File: src/rtl/input_buffer_b2_ctrl_pkg.sv
// Shared definitions for the block-2 input buffer sequencer.
// Holds the buffer geometry, the FSM state encoding and the helpers that
// locate one bank's slice inside the packed per-bank port vectors.
package input_buffer_b2_ctrl_pkg;

  localparam int IB_NUM_BANKS  = 8;
  localparam int IB_DATA_WIDTH = 32;
  localparam int IB_ADDR_WIDTH = 5;
  localparam int IB_DEPTH      = 29;

  typedef enum logic [1:0] {
    S_IDLE  = 2'd0,
    S_FILL  = 2'd1,
    S_FULL  = 2'd2,
    S_DRAIN = 2'd3
  } state_e;

  // LSB of bank b's field in a vector packed as {bank N-1, ..., bank 0}.
  function automatic int slice_lsb(input int b, input int w);
    return b * w;
  endfunction

endpackage

File: src/rtl/input_buffer_b2_ctrl_drain_stage.sv
// One-deep output hold for the drain path.
// Ports:
//   clk, rst   - clock, synchronous active-high reset
//   issue      - a bank read is being launched this cycle
//   out_ready  - consumer ready
//   out_valid  - read data on bank_dout is a live beat
//   hs         - beat handshake this cycle
// The bank itself is the data register: read data stays on bank_dout until
// the next read, so only the valid bit needs holding here.
module input_buffer_b2_ctrl_drain_stage (
  input  logic clk,
  input  logic rst,
  input  logic issue,
  input  logic out_ready,
  output logic out_valid,
  output logic hs
);

  logic vld_q;

  assign out_valid = vld_q;
  assign hs        = vld_q & out_ready;

  always_ff @(posedge clk) begin
    if (rst)            vld_q <= 1'b0;
    else if (issue)     vld_q <= 1'b1;  // new beat replaces the one leaving
    else if (hs)        vld_q <= 1'b0;
  end

endmodule

File: src/rtl/input_buffer_b2_ctrl.sv
// Block-2 input buffer sequencer.
// Fills eight single-port banks from a channel-interleaved word stream
// (word k -> bank k%8, address k/8), then drains them as DEPTH parallel
// beats of NUM_BANKS words each.
// Ports:
//   clk, rst                   - clock, synchronous active-high reset
//   wr_start / rd_start        - start fill (from IDLE) / drain (from FULL)
//   in_data/in_valid/in_ready  - fill stream
//   out_data/out_valid/out_ready - drain beats, out_data = bank_dout
//   bank_din/addr/we/en/dout   - packed per-bank port bundle
//   fill_done/drain_done       - one-cycle completion pulses
//   busy                       - FILL or DRAIN in progress
module input_buffer_b2_ctrl
  import input_buffer_b2_ctrl_pkg::*;
#(
  parameter int NUM_BANKS  = IB_NUM_BANKS,
  parameter int DATA_WIDTH = IB_DATA_WIDTH,
  parameter int ADDR_WIDTH = IB_ADDR_WIDTH,
  parameter int DEPTH      = IB_DEPTH
) (
  input  logic                             clk,
  input  logic                             rst,
  input  logic                             wr_start,
  input  logic [DATA_WIDTH-1:0]            in_data,
  input  logic                             in_valid,
  output logic                             in_ready,
  input  logic                             rd_start,
  output logic [NUM_BANKS*DATA_WIDTH-1:0]  out_data,
  output logic                             out_valid,
  input  logic                             out_ready,
  output logic [NUM_BANKS*DATA_WIDTH-1:0]  bank_din,
  output logic [NUM_BANKS*ADDR_WIDTH-1:0]  bank_addr,
  output logic [NUM_BANKS-1:0]             bank_we,
  output logic [NUM_BANKS-1:0]             bank_en,
  input  logic [NUM_BANKS*DATA_WIDTH-1:0]  bank_dout,
  output logic                             fill_done,
  output logic                             drain_done,
  output logic                             busy
);

  localparam int BW = $clog2(NUM_BANKS);
  localparam logic [ADDR_WIDTH-1:0] DEPTH_A = ADDR_WIDTH'(DEPTH);
  localparam logic [ADDR_WIDTH-1:0] LAST_A  = ADDR_WIDTH'(DEPTH - 1);
  localparam logic [BW-1:0]         LAST_B  = BW'(NUM_BANKS - 1);

  state_e                          state_q;
  logic [BW-1:0]                   bank_q;
  logic [ADDR_WIDTH-1:0]           wr_addr_q;
  logic [ADDR_WIDTH-1:0]           rd_addr_q;
  logic [NUM_BANKS-1:0]            wen_q;
  logic [NUM_BANKS*ADDR_WIDTH-1:0] waddr_q;
  logic [NUM_BANKS*DATA_WIDTH-1:0] wdin_q;
  logic                            fill_done_q, drain_done_q;

  logic accept, last_word, issue, hs, last_beat;

  assign accept    = (state_q == S_FILL) && in_valid;
  assign last_word = accept && (bank_q == LAST_B) && (wr_addr_q == LAST_A);
  // rd_addr stops at DEPTH; the compare keeps reads off addresses >= DEPTH.
  assign issue     = (state_q == S_DRAIN) && (rd_addr_q < DEPTH_A) &&
                     (!out_valid || out_ready);
  // Once rd_addr has reached DEPTH the beat in flight is the final one.
  assign last_beat = (state_q == S_DRAIN) && hs && (rd_addr_q == DEPTH_A);

  input_buffer_b2_ctrl_drain_stage u_drain_stage (
    .clk       (clk),
    .rst       (rst),
    .issue     (issue),
    .out_ready (out_ready),
    .out_valid (out_valid),
    .hs        (hs)
  );

  assign in_ready   = (state_q == S_FILL);
  assign busy       = (state_q == S_FILL) || (state_q == S_DRAIN);
  assign out_data   = bank_dout;
  assign fill_done  = fill_done_q;
  assign drain_done = drain_done_q;

  // Writes come from registers (one cycle after acceptance); reads are
  // launched combinationally so data lands one cycle after issue. The two
  // never overlap: the last write drains out while the FSM sits in FULL.
  always_comb begin
    bank_en   = wen_q;
    bank_we   = wen_q;
    bank_addr = waddr_q;
    bank_din  = wdin_q;
    if (issue) begin
      bank_en   = '1;
      bank_we   = '0;
      bank_addr = {NUM_BANKS{rd_addr_q}};
    end
  end

  always_ff @(posedge clk) begin
    if (rst) begin
      state_q      <= S_IDLE;
      bank_q       <= '0;
      wr_addr_q    <= '0;
      rd_addr_q    <= '0;
      wen_q        <= '0;
      waddr_q      <= '0;
      wdin_q       <= '0;
      fill_done_q  <= 1'b0;
      drain_done_q <= 1'b0;
    end else begin
      wen_q        <= '0;
      waddr_q      <= '0;
      wdin_q       <= '0;
      fill_done_q  <= 1'b0;
      drain_done_q <= 1'b0;
      case (state_q)
        S_IDLE: if (wr_start) begin
          state_q   <= S_FILL;
          bank_q    <= '0;
          wr_addr_q <= '0;
        end
        S_FILL: if (accept) begin
          for (int b = 0; b < NUM_BANKS; b++) begin
            if (bank_q == BW'(b)) begin
              wen_q[b] <= 1'b1;
              waddr_q[slice_lsb(b, ADDR_WIDTH) +: ADDR_WIDTH] <= wr_addr_q;
              wdin_q[slice_lsb(b, DATA_WIDTH) +: DATA_WIDTH]  <= in_data;
            end
          end
          if (last_word) begin
            state_q     <= S_FULL;
            fill_done_q <= 1'b1;
            bank_q      <= '0;
            wr_addr_q   <= '0;
          end else if (bank_q == LAST_B) begin
            bank_q    <= '0;
            wr_addr_q <= wr_addr_q + 1'b1;
          end else begin
            bank_q <= bank_q + 1'b1;
          end
        end
        S_FULL: if (rd_start) begin
          state_q   <= S_DRAIN;
          rd_addr_q <= '0;
        end
        S_DRAIN: begin
          if (issue) rd_addr_q <= rd_addr_q + 1'b1;
          if (last_beat) begin
            state_q      <= S_IDLE;
            drain_done_q <= 1'b1;
            rd_addr_q    <= '0;
          end
        end
        default: state_q <= S_IDLE;
      endcase
    end
  end

endmodule

File: config.mk
export PLATFORM = sky130hd
export DESIGN_NAME = input_buffer_b2_ctrl
export DESIGN_NICKNAME = d
export VERILOG_FILES = /design/src/rtl/input_buffer_b2_ctrl_pkg.sv /design/src/rtl/input_buffer_b2_ctrl_drain_stage.sv /design/src/rtl/input_buffer_b2_ctrl.sv
export SDC_FILE = /design/constraint.sdc
export NUM_CORES = 1
export LEC_CHECK = 0
export CORE_AREA = 2 2 333 335
export CTS_BUF_LIST = sky130_fd_sc_hd__clkbuf_8
export CTS_CLUSTER_DIAMETER = 50
export DETAILED_ROUTE_END_ITERATION = 12
export DIE_AREA = 0 0 335 337
export PLACE_DENSITY = 0.35
export SKIP_LAST_GASP = 1
export SLEW_MARGIN = 40
export SYNTH_ARGS = -nofsm -noshare
export SYNTH_HDL_FRONTEND = slang
export SYNTH_SLANG_ARGS = --single-unit
export TNS_END_PERCENT = 5
File: constraint.sdc
create_clock -name clk -period 2.1 [get_ports clk]
set_clock_uncertainty 0.05 [all_clocks]
set_input_delay 0.21 -clock clk [delete_from_list [all_inputs] [get_ports clk]]
set_output_delay 0.21 -clock clk [all_outputs]
set_load 0.01 [all_outputs]
### Word level (Yosys, flattened, before mapping)

Cells that the tools add are included.

| storage, ports and cells | value |
|---|---|
| bits in registers | 322 |
| input bits | 294 |
| output and inout bits | 573 |

| operators by class | value |
|---|---|
| add/subtract/negate cells | 3 |
| magnitude comparators | 1 |
| equality and inequality tests | 19 |
| mux-type cells | 35 |
| bitwise operators | 12 |
| reductions and logical operators | 29 |

Operators by type and width:

| operator | count |
|---|---|
| two-way mux 40 bit | 1 |
| two-way mux 5 bit | 7 |
| OR reduction 4 bit | 8 |
| one-hot mux 5 bit (2 select lines) | 2 |
| two-way mux 8 bit | 2 |
| == test 3 bit (second input constant) | 4 |
| two-way mux 1 bit | 12 |
| two-way mux 3 bit | 4 |
| inverter 1 bit | 11 |
| adder 5 x 1 -> 5 bit (second input constant) | 2 |
| == test 5 bit (second input constant) | 2 |
| two-way mux 2 bit | 5 |
| one-hot mux 2 bit (4 select lines) | 1 |
| logical AND 1 bit | 7 |
| == test 3 x 2 -> 1 bit (second input constant) | 2 |
| != test 2 bit (second input constant) | 3 |
| one-hot mux 3 bit (2 select lines) | 1 |
| AND reduction 3 bit | 2 |
| nonzero test 2 bit | 3 |
| < comparator 5 bit (second input constant) | 1 |
| AND reduction 5 bit | 1 |
| == test 2 bit (second input constant) | 2 |
| != test 2 x 1 -> 1 bit (second input constant) | 2 |
| AND reduction 4 bit | 1 |
| 12 further kinds | 13 |

### Depth between registers and ports, before layout

Gate-level depths: netlist of the first run.

| depth | value |
|---|---|
| depth in word-level cells | 7 |
| mapped depth | 8 |

### Hierarchy

Synthesis of the first run repeated with hierarchy kept, for this count alone.

| second synthesis, totals | value |
|---|---|
| cells, all modules | 1,114 |
| area total of the unflattened synthesis | 11,685.0 um^2 |

By module, submodules not included:

| module | times used | cells each | area each (um^2) |
|---|---|---|---|
| input_buffer_b2_ctrl | 1 | 1,109 | 11,638.7 |
| input_buffer_b2_ctrl_drain_stage | 1 | 5 | 46.3 |

### Least setup slack after synthesis of the first run

OpenSTA, ideal clock, no wires.

| timing path | value |
|---|---|
| path kind | flip-flop to flip-flop |
| start | register state_q[1] |
| end | register wdin_q[100] (netlist: bank_din[100]) |
| library setup time | 0.115 ns |
| arrival | 1.642 ns |
| required time | 1.935 ns |
| setup slack | 0.293 ns |
| cell stages (with the launch flop) | 9 |
| clock period less this slack | 1.807 ns |
| path through | dfxtp_1 > inv_1 > ha_1 > buf_2 > and2b_2 > and3_1 > buf_2 > clkbuf_1 > and2_1 |

| on the way | value |
|---|---|
| longest elaborated chain between the ends | 4 |
| elaborated cells on any way between the ends | 5 |
| those cells by class | eq/ne (1); bitwise (2); reduce/logical (2) |

RTL lines:

| what | line | text |
|---|---|---|
| start: declaration | input_buffer_b2_ctrl.sv:46 | `state_e state_q;` |
| start signal: assignment | input_buffer_b2_ctrl.sv:97 | `state_q <= S_IDLE;` |
| start signal: assignment | input_buffer_b2_ctrl.sv:114 | `state_q <= S_FILL;` |
| start signal: assignment | input_buffer_b2_ctrl.sv:127 | `state_q <= S_FULL;` |
| == test 2 x 1 -> 1 bit * | -- |  |
| named net in_ready | input_buffer_b2_ctrl.sv:26 | `output logic in_ready,` |
| logical AND 1 bit | input_buffer_b2_ctrl.sv:57 | `assign accept = (state_q == S_FILL) && in_valid;` |
| inverter 1 bit (no line) | -- |  |
| OR reduction 4 bit (no line) * | -- |  |
| end signal: indexed assignment | input_buffer_b2_ctrl.sv:123 | `wdin_q[slice_lsb(b, DATA_WIDTH) +: DATA_WIDTH] <= in_data;` |
| end: declaration | input_buffer_b2_ctrl.sv:52 | `logic [NUM_BANKS*DATA_WIDTH-1:0] wdin_q;` |

Mark *: on every way through the listed nets, which the timed path passes. The rest lies on a longest branch.
A chain may end at the register's enable or synchronous reset.

### Final worst setup path of the first run

| timing path | value |
|---|---|
| start | register rd_addr_q[0] |
| end | output port bank_we[1] |

| on the way | value |
|---|---|
| longest elaborated chain between the ends | 4 |

RTL lines:

| what | line | text |
|---|---|---|
| start: declaration | input_buffer_b2_ctrl.sv:49 | `logic [ADDR_WIDTH-1:0] rd_addr_q;` |
| start signal: assignment | input_buffer_b2_ctrl.sv:143 | `if (issue) rd_addr_q <= rd_addr_q + 1'b1;` |
| < comparator 5 bit | input_buffer_b2_ctrl.sv:60 | `assign issue = (state_q == S_DRAIN) && (rd_addr_q < DEPTH_A) &&` |
| logical AND 1 bit (2 in a row) | input_buffer_b2_ctrl.sv:60 |  |
| two-way mux 8 bit | input_buffer_b2_ctrl.sv:88 | `if (issue) begin` |
| end: declaration | input_buffer_b2_ctrl.sv:33 | `output logic [NUM_BANKS-1:0] bank_we,` |

Every way passes these cells.

==> results of run 1 <==
-- cell usage after synthesis, drive strengths merged --
cell type | instances | share of area, %
buf | 272 | 17
o2111ai | 1 | 0.13
clkbuf | 26 | 0.84
a21oi | 8 | 0.34
and3 | 7 | 0.42
nor2 | 16 | 0.58
or2 | 2 | 0.11
inv | 10 | 0.32
nand4 | 4 | 0.21
a41oi | 1 | 0.075
o21ai | 6 | 0.35
a211oi | 1 | 0.064
nor4b | 1 | 0.075
nor4 | 2 | 0.24
nor3 | 9 | 0.43
and2 | 302 | 16
o21bai | 2 | 0.13
dfxtp | 322 | 55
a22oi | 1 | 0.064
nand3 | 9 | 0.43
dlymetal6s2s | 1 | 0.11
nand2b | 10 | 0.60
a21o | 41 | 2.6
o31ai | 1 | 0.064
xor2 | 3 | 0.23
and2b | 2 | 0.14
or3 | 2 | 0.11
xnor2 | 1 | 0.075
ha | 14 | 1.5
mux2i | 4 | 0.45
nand2 | 9 | 0.29
nor2b | 6 | 0.34
-- stage by stage --
| step | area (sq um) | setup TNS (ps) | utilization (%) |
|---|---|---|---|
| after floorplan | 11660 | 0 | - |
| after global placement | 15400 | -10540 | 14.05 |
| after detailed placement | 15400 | -11000 | 14.05 |
| after CTS | 16930 | -24820 | 15.45 |
| after global routing | 16900 | -25540 | 15.42 |
| final | 16940 | -17030 | 15.45 |
-- cell families (layout without fill, tap and decap cells) --
group	Yosys count	count (layout)	synth area share (%)
adder cells (fa/ha/maj)	14	14	1.502
other	0	20	0
AND/OR/NAND/NOR	381	381	20.19
multiplexers	4	4	0.4505
flip-flops	322	322	55.27
buffers and inverters	309	542	18.43
AO/OA/AOI/OAI	62	62	3.862
XOR/XNOR	4	4	0.3004
-- state kept, by name (all words and copies together) (netlist names) --
name	flops
bank_din	256
waddr_q	40
wen_q	8
rd_addr_q	5
wr_addr_q	5
bank_q	3
state_q	2
drain_done	1
fill_done	1
u_drain_stage.out_valid	1
-- area by class of cell --
cell class / count / share of cell area, %
diodes: 20 / 0.2955
clock buffers: 84 / 6.826
clock inverters: 36 / 1.839
inverters: 10 / 0.2216
multi-input cells: 465 / 18.50
flip-flops and latches: 322 / 38.11
well taps: 1426 / 10.53
repair buffers: 412 / 23.68
-- worst max-delay path, stage by stage, from the launching register on --
cell and delay [ps]:
dfxtp_2 340, o2111ai_4 250, nand3_4 130, buf_12 170, and2_1 160, clkdlybuf4s50_1 470
-- power groups by stage --
stage / Clock [uW] / Sequential, uW / Combinational [uW]
after floorplan: 0 / 6430 / 1040
after global placement: 0 / 6400 / 1280
after detailed placement: 0 / 6400 / 1280
after CTS: 7510 / 6280 / 1280
after global routing: 7760 / 6290 / 1380
final: 7220 / 6280 / 1260
-- final timing paths --
check | from | end | slack (ps)
max reg2reg | state_q[1] | bank_din[239] | 70
max | rd_addr_q[0] | bank_we[1] | -360
min reg2reg | wr_addr_q[2] | fill_done | 440
min | in_data[25] | bank_din[89] | 190
-- placed cells by master (no fill, tap or decap), types with 3 or more instances in the layout --
master / netlist / final
nor2_1: 13 / 12
dlygate4sd2_1: 0 / 36
diode_2: 0 / 20
ha_1: 14 / 12
buf_12: 0 / 11
dfxtp_1: 322 / 315
buf_2: 16 / 11
nand4_1: 4 / 4
nor3_1: 8 / 8
a21oi_1: 8 / 8
clkbuf_8: 0 / 84
and3_2: 0 / 5
inv_6: 0 / 3
nor2_4: 0 / 4
o21ai_0: 5 / 5
buf_6: 0 / 9
clkinv_2: 0 / 9
nand3_1: 8 / 8
xor2_1: 3 / 3
buf_4: 256 / 40
bufinv_16: 0 / 3
nand2_1: 9 / 9
inv_1: 10 / 19
clkdlybuf4s50_1: 0 / 298
and2_1: 300 / 300
clkinvlp_4: 0 / 7
nand2b_1: 9 / 9
a21o_1: 41 / 41
nor2b_1: 5 / 5
dfxtp_2: 0 / 7
clkbuf_2: 0 / 7
mux2i_1: 3 / 3
-- metal layers --
metal	vias up	track usage, %	share of wire [%]	wire length (um)
met5	-	0.9362	0.14	110
met3	96	17.09	27	21000
met1	3504	9.302	25	19450
met2	715	20.59	45	34640
li1	3566	-	-	-
met4	2	3.511	2.1	1622
-- what timing repair did --
item	in CTS	in global routing
cloned	0	0
setup buffers	8	2
gates resized for setup	114	20
endpoints found under the hold margin	0	0
endpoints found under the setup margin	92	108
pin swaps	5	3
==> impl_metrics.csv, run 1 <==
group,metric,value,unit
outcome,status,"complete, but fails checks",
timing,drv_slew,0,
cells_and_area,seq_area,6455,sq um
timing,fin_crit_sh,117.1,%
floorplan,core.rowCount,122,
cells_and_area,final_cells,2775,
clock_network,cts_inserted_buffers,70,
global_routing,antenna_found_initial,14,
power_and_ir_drop,power.total,14760,uW
placed_design,gp_congestion,0.9216,
timing,tightest_slew,649.2,ps
clock_network,clk_latency,670,ps
timing,finalCriticalPeriod,2459,ps
floorplan,die-area,112900,sq um
placed_design,dp_hpwl,63.82,mm
yosys,synth_fp_nets,1404,
yosys,synth_seq_cells,322,
clock_network,cts_hold_buf,0,
job,cap_violations,0,
worst_setup_path,arrival,2200,ps
power_and_ir_drop,p_clk_share,48.9,%
hold_path,hold_depth,2,
floorplan,top_level_ports,867,
timing,rsz0062_at_grt,"yes",
routing,dr.pass1.iters,4,
timing,hold_viol_final,0,
cells_and_area,area_growth,45.22,%
floorplan,initial_core_util,10.64,%
routing,drc,0,
routing,drt_iter0_drc,337,
floorplan,die_h,337,um
timing,setup_ws,-359.2,ps
timing,relSlewSlack,56.59,%
routing,viasPerCell,2.841,
worst_setup_path,worstSetupStartpointType,"flop",
yosys,synth_area,11660,sq um
timing,max_freq,406.6,MHz
routing,vias,7883,
placed_design,placed_cells,2625,
global_routing,grt_pass1_wl,94.27,mm
power_and_ir_drop,power_frac_seq,42.5,%
power_and_ir_drop,p_comb_share,8.5,%
timing,setup_viol,58,
floorplan,die_x,335,um
power_and_ir_drop,powerDensity,871.4,nW/um^2
power_and_ir_drop,switching_power,3904,uW
global_routing,overflow,0,
power_and_ir_drop,p_leak,0.006852,uW
power_and_ir_drop,ir_worst_vdd,0.0004371,V
power_and_ir_drop,switching_share,26.45,%
worst_setup_path,crit_type,"reg2out",
floorplan,core,109600,sq um
cells_and_area,multiInputGateArea,3133,sq um
clock_network,cts_tree,"built",
yosys,synth.avg_cell_area,10.64,sq um
cells_and_area,drive_gt1_share,16.55,%
routing,routedWlPerCell,27.68,um
outcome,violations,"negative setup slack",
clock_network,max-clock-path-buffers,3,
global_routing,grt_pass1_vias,8138,
placed_design,io_buffers,354,
routing,routed_wl,76.82,mm
clock_network,cts.sinks,322,
worst_setup_path,cp_data_required_time,1840,ps
clock_network,clk_pin_slew,60,ps
cells_and_area,fin_nets,1589,
yosys,yosys.cell_types.count,45,
global_routing,grtUsageTotal,13.13,%
timing,fin_hold_ws,187.0,ps
global_routing,grt_max_degree,33,
worst_setup_path,cp-end-kind,"output port",
placed_design,pre_cts_ws,-415.7,ps
yosys,synth_cells,1096,
clock_network,cts-root-buf,"clkbuf_8",
yosys,synth_warnings,0,
yosys,ys_seq_area_share,55.27,%
clock_network,htree_levels,3,
hold_path,hold_class,"in2reg",
worst_setup_path,worst_r2r_path_depth,7,
routing,ant_nets,0,
cells_and_area,nFillCells,12260,
worst_setup_path,cp_max_fo,22,
power_and_ir_drop,power.internal,10860,uW
(Power assumes the default switching activity.)
==> run 2: changes to the inputs <==
Settings changed: TNS_END_PERCENT 5 to 50.
==> run 2 against run 1 <==
The flow still finishes with violations (negative setup slack). Combinational power rose by 6%. Clock-buffer cell count stayed put. Flip-flop and latch count stayed put. Total power up 0.54%. Routed wire length up 0.45%. Largest cell class unchanged. Largest power group unchanged.
==> impl_metrics.csv, run 2 (synthesized netlist as in run 1, its figures left out) <==
group,metric,value,unit
routing,routedWlPerCell,27.71,um
cells_and_area,final_cells,2785,
worst_setup_path,worst_r2r_path_depth,8,
worst_setup_path,cp_slowest_cell,"dfxtp_4",
routing,vias,7929,
timing,setup_ws,-378.9,ps
global_routing,grt_max_degree,33,
placed_design,io_buffers,354,
cells_and_area,drive_gt1_share,18.97,%
worst_setup_path,cp.depth,8,
worst_setup_path,cp-end-kind,"output port",
clock_network,max-clock-path-buffers,3,
placed_design,dp_hpwl,63.82,mm
floorplan,top_level_ports,867,
floorplan,die_h,337,um
floorplan,core,109600,sq um
power_and_ir_drop,p_leak,0.006890,uW
routing,dr.pass1.iters,4,
worst_setup_path,cp_common_cell,"buf_6",
cells_and_area,postLayoutCellArea,17050,sq um
clock_network,cts_inserted_buffers,70,
hold_path,hold_class,"in2reg",
power_and_ir_drop,powerDensity,870.4,nW/um^2
global_routing,antenna_found_initial,15,
floorplan,initial_core_util,10.64,%
global_routing,grt_pass1_wl,94.75,mm
job,cap_violations,0,
worst_setup_path,crit_type,"reg2out",
timing,fin_hold_ws,191.4,ps
cells_and_area,seq_area,6457,sq um
placed_design,place_area,15400,sq um
worst_setup_path,cp_top_family,"buffers and inverters",
cells_and_area,final_cell_mix,"dfxtp_1, and2_1, clkdlybuf4s50_1",
routing,ant_nets,0,
worst_setup_path,cp_num_buf_inv,4,
floorplan,die-area,112900,sq um
cells_and_area,nFillCells,12250,
cells_and_area,final_common_cell,"dfxtp_1",
hold_path,hold_depth,2,
power_and_ir_drop,power.total,14840,uW
timing,drv_slew,0,
clock_network,cts.sinks,322,
placed_design,gp_congestion,0.9216,
timing,setup_viol,56,
worst_setup_path,cp_data_required_time,1840,ps
timing,tightest_slew,691.9,ps
timing,finalCriticalPeriod,2479,ps
cells_and_area,area_growth,46.18,%
timing,rsz0062_at_grt,"yes",
timing,relSlewSlack,53.73,%
worst_setup_path,slowest_delay,360,ps
floorplan,core.rowCount,122,
worst_setup_path,arrival,2220,ps
routing,routed_wl,77.17,mm
routing,drc,0,
cells_and_area,multiInputGateArea,3153,sq um
placed_design,placed_cells,2625,
floorplan,die_x,335,um
timing,max_freq,403.4,MHz
worst_setup_path,cp_max_fo,3,
worst_setup_path,worstSetupStartpointType,"flop",
placed_design,pre_cts_ws,-415.7,ps
power_and_ir_drop,ir_worst_vdd,0.0004369,V
outcome,violations,"negative setup slack",
clock_network,clk_latency,670,ps
clock_network,cts_tree,"built",
clock_network,htree_levels,3,
cells_and_area,fin_nets,1599,
clock_network,cts-root-buf,"clkbuf_8",
worst_setup_path,path_cells,"o2111ai_4 > buf_6 > and3_4 > and2_4 > buf_12 > buf_6 > a21o_1 > buf_2",
routing,drt_iter0_drc,350,
routing,viasPerCell,2.847,
timing,fin_crit_sh,118.0,%
outcome,status,"complete, but fails checks",
global_routing,grtUsageTotal,13.18,%
timing,hold_viol_final,0,
global_routing,overflow,0,
clock_network,clk_pin_slew,60,ps
cells_and_area,largest_reg_flops,256,
global_routing,grt_pass1_vias,8201,
-- run 2: metrics by stage --
| step | utilization, % | setup TNS, ps |
|---|---|---|
| 6_report | 15.56 | -14150 |
| 2_1_floorplan | - | 0 |
| 3_3_place_gp | 14.05 | -10540 |
| 4_1_cts | 15.46 | -22640 |
| 5_1_grt | 15.52 | -21200 |
| 3_5_place_dp | 14.05 | -11000 |
-- run 2: repair_timing --
action | in CTS | in global routing
pin swaps | 6 | 5
hold buffers | 0 | 0
gates resized for setup | 159 | 52
setup endpoints to repair | 92 | 108
cloned | 1 | 0
setup buffers | 14 | 8
-- run 2: cell type report --
cell class / count / share of cell area (%)
Timing Repair Buffer: 422 / 24.05
Inverter: 10 / 0.2202
Clock buffer: 84 / 6.781
Multi-Input combinational cell: 465 / 18.49
Tap cell: 1426 / 10.46
Sequential cell: 322 / 37.87
Antenna cell: 20 / 0.2935
Clock inverter: 36 / 1.827
-- run 2: final timing paths --
kind / start / to / slack (ps)
worst max-delay path: rd_addr_q[2] / bank_addr[13] / -380
worst min-delay path: in_data[23] / bank_din[55] / 190
worst max register to register: state_q[1] / bank_din[239] / 10
worst min register to register: wr_addr_q[2] / fill_done / 430
-- run 2: report_power, final --
group	switching (uW)	total (uW)	internal (uW)	leakage [uW]
sequential	56.3	6280	6220	0.00260
clock	3160	7220	4060	0.000775
combinational	716	1340	627	0.00352
total	3930	14800	10900	0.00689
-- run 2: worst register-to-register path: cells and delay by family, from the launching register on --
kind	cells	cell delay, ps
DFF	1	350
buffers and inverters	4	480
and+or+nand+nor	3	900
adders and majority gates	1	170
-- run 2: routing by layer --
layer / vias to the layer above / wire length [um] / track usage (%)
met2: 718 / 34930 / 20.73
li1: 3588 / - / -
met4: 2 / 1620 / 3.511
met1: 3527 / 19440 / 9.348
met3: 94 / 21070 / 17.11
met5: - / 110 / 0.9362
==> run 3: changes to the inputs <==
--- a/config.mk
+++ b/config.mk
@@ -11,4 +11,5 @@
 export DETAILED_ROUTE_END_ITERATION = 12
 export DIE_AREA = 0 0 335 337
+export MAX_ROUTING_LAYER = met4
 export PLACE_DENSITY = 0.35
 export SKIP_LAST_GASP = 1
--- a/constraint.sdc
+++ b/constraint.sdc
@@ -3,3 +3,3 @@
 set_input_delay 0.21 -clock clk [delete_from_list [all_inputs] [get_ports clk]]
 set_output_delay 0.21 -clock clk [all_outputs]
-set_load 0.01 [all_outputs]
+set_load 0.02 [all_outputs]
==> run 3 against run 2 <==
The flow still finishes with violations (negative setup slack). Sequential share of layout area increased by 0.31 points. Cell count down 0.50%. Worst hold slack improved by 28 ps. Sequential power barely moved. Utilization shrank 0.13 points. Die area unchanged. Total power increased by 0.32%. Final area fell by 0.84%. Worst setup slack improved by 150 ps. Highest routed layer is now met4.
==> impl_metrics.csv, run 3 (synthesized netlist as in run 1, its figures left out) <==
group,metric,value,unit
power_and_ir_drop,p_clk_share,48.3,%
cells_and_area,drive_gt1_share,18.93,%
timing,rsz0062_at_grt,"yes",
worst_setup_path,crit_type,"reg2out",
worst_setup_path,slowest_delay,330,ps
timing,drv_slew,0,
power_and_ir_drop,powerDensity,880.6,nW/um^2
routing,viasPerCell,2.883,
global_routing,grt_pass1_wl,95.41,mm
worst_setup_path,path_cells,"o2111ai_4 > nand3_4 > buf_12 > buf_12 > a21o_4 > buf_12",
worst_setup_path,cp_num_buf_inv,3,
floorplan,die_h,337,um
routing,ant_nets,0,
hold_path,hold_class,"in2reg",
placed_design,placed_cells,2623,
job,cap_violations,0,
timing,relSlewSlack,55.78,%
routing,vias,7988,
worst_setup_path,arrival,2070,ps
worst_setup_path,cp_slowest_cell,"dfxtp_2",
clock_network,cts_hold_buf,0,
floorplan,die-area,112900,sq um
timing,finalCriticalPeriod,2325,ps
clock_network,cts_tree,"built",
floorplan,initial_core_util,10.64,%
clock_network,cts.sinks,322,
floorplan,core,109600,sq um
global_routing,grt_max_degree,46,
timing,max_freq,430.1,MHz
global_routing,grt_pass1_vias,8385,
clock_network,cts_inserted_buffers,71,
global_routing,overflow,0,
clock_network,htree_levels,3,
routing,routedWlPerCell,27.73,um
power_and_ir_drop,power_frac_seq,42.2,%
clock_network,max-clock-path-buffers,3,
worst_setup_path,cp_max_fo,45,
placed_design,place_area,15410,sq um
outcome,status,"complete, but fails checks",
timing,tightest_slew,661.2,ps
clock_network,cts-root-buf,"clkbuf_8",
power_and_ir_drop,p_leak,0.006746,uW
timing,fin_hold_ws,219.3,ps
placed_design,pre_cts_ws,-394.5,ps
power_and_ir_drop,ir_worst_vdd,0.0004265,V
routing,drc,0,
routing,routed_wl,76.83,mm
power_and_ir_drop,switching_power,3983,uW
power_and_ir_drop,switching_share,26.75,%
timing,setup_viol,56,
timing,fin_crit_sh,110.7,%
hold_path,hp-start,"in_data[24]",
floorplan,die_x,335,um
routing,dr.pass1.iters,4,
cells_and_area,final_util,15.43,%
timing,hold_viol_final,0,
cells_and_area,final_cell_mix,"dfxtp_1, and2_1, clkdlybuf4s50_1",
worst_setup_path,cp_data_required_time,1840,ps
routing,drt_iter0_drc,258,
power_and_ir_drop,p_comb_share,9.5,%
cells_and_area,largest_reg_flops,256,
worst_setup_path,cp-end-kind,"output port",
worst_setup_path,worstSetupStartpointType,"flop",
cells_and_area,final_common_cell,"dfxtp_1",
worst_setup_path,cp_common_cell,"buf_12",
floorplan,top_level_ports,867,
placed_design,gp_congestion,0.9418,
floorplan,core.rowCount,122,
clock_network,clk_latency,660,ps
cells_and_area,area_growth,44.95,%
global_routing,grtUsageTotal,13.57,%
placed_design,io_buffers,354,
power_and_ir_drop,power.internal,10900,uW
worst_setup_path,r2r_start,"state_q[1]",
cells_and_area,fin_nets,1581,
worst_setup_path,cp_top_family,"compound AO/OA/AOI/OAI gates",
global_routing,antenna_found_initial,10,
cells_and_area,final_cells,2771,
worst_setup_path,cp-startpoint,"rd_addr_q[0]",
outcome,violations,"negative setup slack",
placed_design,dp_hpwl,63.84,mm
clock_network,clk_pin_slew,50,ps
cells_and_area,postLayoutCellArea,16910,sq um
timing,setup_ws,-225.2,ps
## run 3: cell count changes in the layout (fill, tap and decap cells not counted), sizes merged, moves of 2 or more
cell          delta
dlymetal6s2s     -2
clkinvlp         +3
clkbuf          -19
clkinv           +5
buf             +14
dlygate4sd2     -14
## run 3: power by group through the flow
stage / registers (uW) / logic, uW / clock network [uW]
floorplan: 6490 / 1280 / 0
global placement: 6400 / 1390 / 0
finish: 6280 / 1410 / 7190
detailed placement: 6400 / 1390 / 0
CTS: 6280 / 1400 / 7500
global route: 6290 / 1530 / 7770
## run 3: area by class of cell
| cell class | instances | area (sq um) |
|---|---|---|
| fill | 12280 | 92690 |
| sequential | 322 | 6455 |
| timing repair buffer | 403 | 3953 |
| multi-input combinational | 465 | 3153 |
| tap | 1426 | 1784 |
| clock buffer | 81 | 1115 |
| clock inverter | 45 | 361.6 |
| antenna | 19 | 47.55 |
| inverter | 10 | 37.54 |
## run 3: per-layer routing
layer | track usage [%] | routed length (um)
met5 | - | 0
met4 | 3.921 | 2139
met3 | 17.32 | 21060
met2 | 20.64 | 34480
met1 | 9.202 | 19150
## run 3: timing repair
action / 4_1_cts / 5_1_grt
pin swaps: 4 / 3
gates resized for setup: 259 / 44
endpoints found under the setup margin: 83 / 61
buffers inserted: 2 / 3
## run 3: worst paths after layout
check / endpoint / cells past startpoint / slack [ps]
min reg2reg: fill_done / 2 / 460
min: bank_din[24] / 2 / 220
max: bank_addr[32] / 6 / -230
max reg2reg: bank_din[231] / 8 / 40
## run 3: stage by stage
stage / power (uW) / setup TNS [ps]
after floorplan: 7768 / 0
after global placement: 7783 / -15680
after detailed placement: 7789 / -18570
after CTS: 15180 / -16560
after global routing: 15590 / -17890
final: 14890 / -8907
